File: src/rtl/jk_bank_ctrl.sv
// Command-driven bank of JK flip-flops: CLEAR/SET/TOGGLE a masked subset in
// one cycle, or run the whole bank as a synchronous binary up-counter for len cycles.

module jk_ff (
  input  logic clk,
  input  logic reset,
  input  logic j,
  input  logic k,
  output logic q
);
  always_ff @(posedge clk or negedge reset) begin
    if (!reset) q <= 1'b0;
    else begin
      case ({j, k})
        2'b01:   q <= 1'b0;
        2'b10:   q <= 1'b1;
        2'b11:   q <= ~q;
        default: q <= q;
      endcase
    end
  end
endmodule

module jk_bank_ctrl #(
  parameter int WIDTH = 8,
  parameter int CNT_W = 8
) (
  input  logic             clk,
  input  logic             reset,
  input  logic             cmd_valid,
  output logic             cmd_ready,
  input  logic [1:0]       cmd_op,
  input  logic [WIDTH-1:0] cmd_mask,
  input  logic [CNT_W-1:0] cmd_len,
  output logic [WIDTH-1:0] j,
  output logic [WIDTH-1:0] k,
  output logic [WIDTH-1:0] q,
  output logic [WIDTH-1:0] qbar,
  output logic             busy,
  output logic             done
);
  localparam logic [1:0] OP_CLEAR  = 2'b00;
  localparam logic [1:0] OP_SET    = 2'b01;
  localparam logic [1:0] OP_TOGGLE = 2'b10;
  localparam logic [1:0] OP_COUNT  = 2'b11;

  typedef enum logic [1:0] {IDLE, EXEC, DONE} state_t;

  state_t           state, state_nxt;
  logic [1:0]       op;
  logic [WIDTH-1:0] mask;
  logic [CNT_W-1:0] rem;
  logic [WIDTH-1:0] carry;

  // Count enables: bit i toggles only when all lower bits are ones.
  assign carry[0] = 1'b1;
  for (genvar i = 1; i < WIDTH; i++) begin : g_carry
    assign carry[i] = carry[i-1] & q[i-1];
  end

  for (genvar i = 0; i < WIDTH; i++) begin : g_bit
    jk_ff u_ff (.clk(clk), .reset(reset), .j(j[i]), .k(k[i]), .q(q[i]));
  end

  assign qbar = ~q;

  always_ff @(posedge clk or negedge reset) begin
    if (!reset) begin
      state <= IDLE;
      op    <= OP_CLEAR;
      mask  <= '0;
      rem   <= '0;
    end else begin
      state <= state_nxt;
      if (cmd_valid && cmd_ready) begin
        op   <= cmd_op;
        mask <= cmd_mask;
        rem  <= cmd_len;
      end else if (state == EXEC && rem != '0) begin
        rem <= rem - {{(CNT_W-1){1'b0}}, 1'b1};
      end
    end
  end

  always_comb begin
    state_nxt = state;
    case (state)
      IDLE: if (cmd_valid)
              state_nxt = (cmd_op == OP_COUNT && cmd_len == '0) ? DONE : EXEC;
      // rem <= 1 also covers a stale zero so the FSM can never stick in EXEC
      EXEC: if (op != OP_COUNT || rem <= {{(CNT_W-1){1'b0}}, 1'b1})
              state_nxt = DONE;
      DONE: state_nxt = IDLE;
      default: state_nxt = IDLE;
    endcase
  end

  always_comb begin
    j         = '0;
    k         = '0;
    cmd_ready = (state == IDLE);
    busy      = (state != IDLE);
    done      = (state == DONE);
    if (state == EXEC) begin
      case (op)
        OP_CLEAR:  k = mask;
        OP_SET:    j = mask;
        OP_TOGGLE: begin j = mask; k = mask; end
        default:   begin j = carry; k = carry; end
      endcase
    end
  end
endmodule

File: config.mk
export PLATFORM = sky130hd
export DESIGN_NAME = jk_bank_ctrl
export DESIGN_NICKNAME = d
export VERILOG_FILES = /design/src/rtl/jk_bank_ctrl.sv
export SDC_FILE = /design/constraint.sdc
export NUM_CORES = 1
export LEC_CHECK = 0
export BUFFER_PORTS_ARGS = -buffer_cell sky130_fd_sc_hd__clkbuf_2
export CAP_MARGIN = 20
export CORE_MARGIN = 1.5
export CORE_UTILIZATION = 51
export DETAILED_ROUTE_END_ITERATION = 10
export PLACE_DENSITY = 0.77
export SLEW_MARGIN = 10
export SYNTH_ARGS = -nofsm -noshare
export SYNTH_HDL_FRONTEND = slang
export SYNTH_SLANG_ARGS = --single-unit
File: constraint.sdc
create_clock -name clk -period 2.15 [get_ports clk]
set_input_delay 0.43 -clock clk [delete_from_list [all_inputs] [get_ports clk]]
set_output_delay 0.43 -clock clk [all_outputs]
set_load 0.05 [all_outputs]
Word level (Yosys, flattened, before mapping):

Cells that the tools add are included.

* word-level logic and storage cells: 100
* input bits: 21
* flip-flop bits (word level): 28
* output and inout port bits: 35

* reduce and logical (&&, ||, !) cells: 21
* equality and inequality tests: 32
* bitwise logic cells: 15
* muxes and demuxes: 18
* add/subtract/negate cells: 1
* order comparisons: 1

Operators with widths (number)
* $eq 2x2->1 const B: 19
* $mux 8: 4
* $pmux 8 s2: 2
* $pmux 1 s3: 8
* $reduce_bool 3->1: 8
* $eq 2x1->1 const B: 10
* $le 8x1->1 const B: 1
* $logic_not 8->1: 1
* $not 1->1: 8
* $not 8->8: 1
* $reduce_bool 8->1: 1
* $sub 8x1->8 const B: 1
* $and 1x1->1: 6
* $mux 2: 3
* $logic_not 2->1: 2
* $ne 2x2->1 const B: 2
* $pmux 2 s2: 1
* $reduce_bool 2->1: 2
* $reduce_or 2->1: 2
* $logic_and 1x1->1: 3
* $ne 2x1->1 const B: 1
* $reduce_and 2->1: 1
* $logic_or 1x1->1: 1

Logic depth before layout (Yosys ltp):

* depth after elaboration: 10
* mapped depth: 6
* mapped depth without buffers: 6

By module:

From an unflattened synthesis, not the netlist that was laid out.

* cells, all modules: 199
* area total of the unflattened synthesis: 1622.8 µm²

By module, submodules not included
* jk_bank_ctrl: area each 1352.5 µm², sequential area each 500.5 µm², cells each 175, times used 1
* jk_ff: area each 33.8 µm², sequential area each 25.0 µm², cells each 3, times used 8

Worst setup path before layout:

OpenSTA, ideal clock, no wires.

* path kind: register to output
* from: register state[0]
* to: output busy
* data arrival time: 1610 ps
* data required time: 1720 ps
* stages on the path, launching flop included: 3
* slack: 110 ps
* path buffers: 0
* path through: dfrtp_1 > nor2_1 > inv_1

* longest elaborated chain between the ends: 1

RTL lines
* start, declared: line 49 `state_t state, state_nxt;`
* start signal, assigned: line 74 `state <= state_nxt;`
* $reduce_bool 2->1: line 102 `busy = (state != IDLE);`
* end, declared: line 39 `output logic busy,`

Every way passes these cells.

Final worst setup path:

* from: register op[1]
* to: output j[4]

* longest elaborated chain between the ends: 4
* elaborated cells between the ends (all ways): 6
* classes of those cells: eq/ne: 2; mux: 2; reduce/logical: 2

RTL lines
* start, declared: line 50 `logic [1:0] op;`
* start signal, assigned: line 76 `op <= cmd_op;`
* $eq 2x2->1 or $eq 2x1->1 (tied branches): line 105 `case (op)`
* $reduce_or 2->1 (no source line)
* $pmux 8 s2 (*): line 105
* $mux 8 (*): line 104 `if (state == EXEC) begin`
* end, declared: line 35 `output logic [WIDTH-1:0] j,`

Every way passes the cells marked *; elsewhere a longest branch is shown, timed or not.

==> metrics.cfg <==
[global_routing]
grt_pass1_wl_um = 7350
antenna_found_initial = 0
gr-usage-met2_pct = 42.5
overflow = 0
grt_util_met1_pct = 27.3
first_global_vias = 1640
top_usage_layer = met2
grt.total_usage_pct = 23.0
use_met3_pct = 2.14
grt_max_degree = 29

[worst_setup_path]
crit_type = register to output pin
worst_setup_path_end_kind = output pin
crit_arrival_ns = 1.92
worst-r2r-setup-slack_ns = 0.29
cp-start-kind = register
required_ns = 1.72
path_max_fanout = 4

[routing]
route.detailed.drc = 0
totalWireLength_um = 5090
vias_per_cell = 5.68
drt_pass1_iterations = 4
dr_total_vias = 1761
drt_iter0_markers = 142
ant_nets = 0
routedWlPerCell_um = 16.4

[clock_network]
clockRootBuffer = clkbuf_4
path_clk_slew_ns = 0.14
ctsHtreeMaxLevel = 1
numCtsBuffers = 3
cts_hold_buf = 0
cts_tree = yes
cts.sinks = 28
clk_latency_ns = 0.34
clockBufferDepth = 2

[synthesis]
ys_warn_count = 0
ys_ff_latch = 28
yosysTopAreaCellShare_pct = 37.5
synth_top_area_cell = dfrtp_1
syn_inst = 219
synth_area_um2 = 1870
yosysSeqAreaShare_pct = 37.5
avgSynthCellArea_um2 = 8.52
synth_cell_type_count = 42
syn_nets = 247
synth_area_leaders = dfrtp_1, buf_4, nand2_1

[timing]
layout_setup_ws_ns = -0.202
min_period_ns = 2.35
hold_viol_final = 0
tightest_slew_ns = 0.718
hold_ws_ns = 0.117
fin_skew_ns = 0.00358
rsz0062_at_grt = true
clock.fmax_mhz = 425
fin_crit_sh_pct = 109
slew-limit-headroom_pct = 52.1
finalSetupViolations = 11
slew_violations = 0

[finish]
n_antenna_cell = 0
num-nets-final = 294
layout_commonest_cell = clkbuf_2
area_growth_pct = 32.1
drive_gt1_share_pct = 43.6
final_cell_mix = clkbuf_2, nand2_1, dfrtp_1
finalCoreUtilization_pct = 72.2

[placed_design]
port_buffers = 55
dpl.hpwl_um = 3010
globalplace.congestion = 0.914

[die]
start_util_pct = 54.7
die_area_um2 = 4030
num_rows = 21
die_x_um = 63.5
core-area_um2 = 3420
pin_count = 56
die_h_um = 63.5

[run]
drv_cap = 0

[min_path]
worstHoldPathType = primary input to async pin

[status]
status = finished, violations left
violations = setup timing

==> stage by stage <==
step	worst slack (ns)	cell area, µm²	std cells	TNS, ns
2_1_floorplan	0.110	1870	219	0
3_3_place_gp	0.114	2070	300	0
3_5_place_dp	0.0511	2070	300	0
4_1_cts	-0.135	2320	308	-0.813
5_1_grt	-0.244	2470	310	-1.73
6_report	-0.202	2470	310	-1.05
==> area by class of cell <==
class                      count  area [µm²]
multi-input combinational    144        1050
fill                         255         950
sequential                    28         702
clock buffer                   3        22.5
inverter                      15        58.8
timing repair buffer          74         572
tap                           46        57.6
==> cell usage after synthesis <==
| cell | count |
|---|---|
| nand2_1 | 35 |
| dfrtp_1 | 28 |
| buf_4 | 24 |
| nor2_1 | 20 |
| inv_1 | 15 |
| a21oi_1 | 14 |
| ha_1 | 7 |
| o21ai_0 | 7 |
| or3_1 | 7 |
| a221o_1 | 6 |
| mux2i_1 | 5 |
| o21ai_1 | 5 |
| clkbuf_1 | 4 |
| a211o_1 | 3 |
| nor2b_1 | 3 |
| nor3_1 | 3 |
| nor4_1 | 3 |
| a2bb2oi_1 | 2 |
| a31oi_1 | 2 |
| buf_2 | 2 |
| nand3_1 | 2 |
| o31ai_1 | 2 |
| a21bo_2 | 1 |
| a21boi_1 | 1 |
| a21o_1 | 1 |
| a31o_4 | 1 |
| a32o_1 | 1 |
| and2_1 | 1 |
| and3_1 | 1 |
| buf_6 | 1 |
| buf_8 | 1 |
| nand2b_1 | 1 |
| nand4_1 | 1 |
| nor3b_1 | 1 |
| nor3b_2 | 1 |
| nor4_4 | 1 |
| o211ai_1 | 1 |
| o21ba_2 | 1 |
| o21bai_1 | 1 |
| or2_0 | 1 |
| or3b_1 | 1 |
| or4_1 | 1 |
==> logic make-up after synthesis <==
logic type | count (synthesis) | share of synthesized area [%]
AO/OA/AOI/OAI | 49 | 18.2
adder cells (fa/ha/maj) | 7 | 4.69
buffers and inverters | 47 | 15.4
flip-flops | 28 | 37.5
multiplexers | 5 | 2.68
AND/OR/NAND/NOR | 83 | 21.5
==> routing by layer <==
layer | part of all wire, % | wire, µm | vias to the layer above
li1 | - | - | 821
met2 | 52 | 2670 | 69
met4 | 2.2 | 111 | 0
met1 | 42 | 2120 | 860
met5 | 0 | 0 | -
met3 | 3.8 | 192 | 11
==> flip-flops by register name, summed over array words and instances (netlist names) <==
name and flops:
rem 8, mask 8, op 2, state 2, g_bit.u_ff.q 8
==> repair_timing <==
action | in CTS | in global routing
setup buffers | 5 | 2
gates resized for setup | 46 | 40
pin swaps | 3 | 14
endpoints found under the setup margin | 15 | 16
==> critical path, stage by stage, from the launching register on <==
cell     delay (ns)
dfrtp_2        0.45
inv_2          0.08
ha_4           0.29
buf_6          0.10
a21oi_2        0.06
or3_4          0.38
inv_2          0.08
buf_8          0.14
==> path summary, 6_finish.rpt <==
| kind | start | end | cells after the start |
|---|---|---|---|
| worst max-delay path | op[1] | j[4] | 7 |
| worst min-delay path | reset | g_bit[5].u_ff.q | 1 |
| worst max register to register | rem[0] | rem[6] | 6 |
| worst min register to register | mask[7] | mask[7] | 2 |
| max in group asynchronous | reset | op[1] | 1 |
| min in group clk | cmd_mask[6] | mask[6] | 3 |
Power is left out: the tool's default activity adds up to more than one toggle a clock period on the data nets, which glitch-free logic cannot reach.
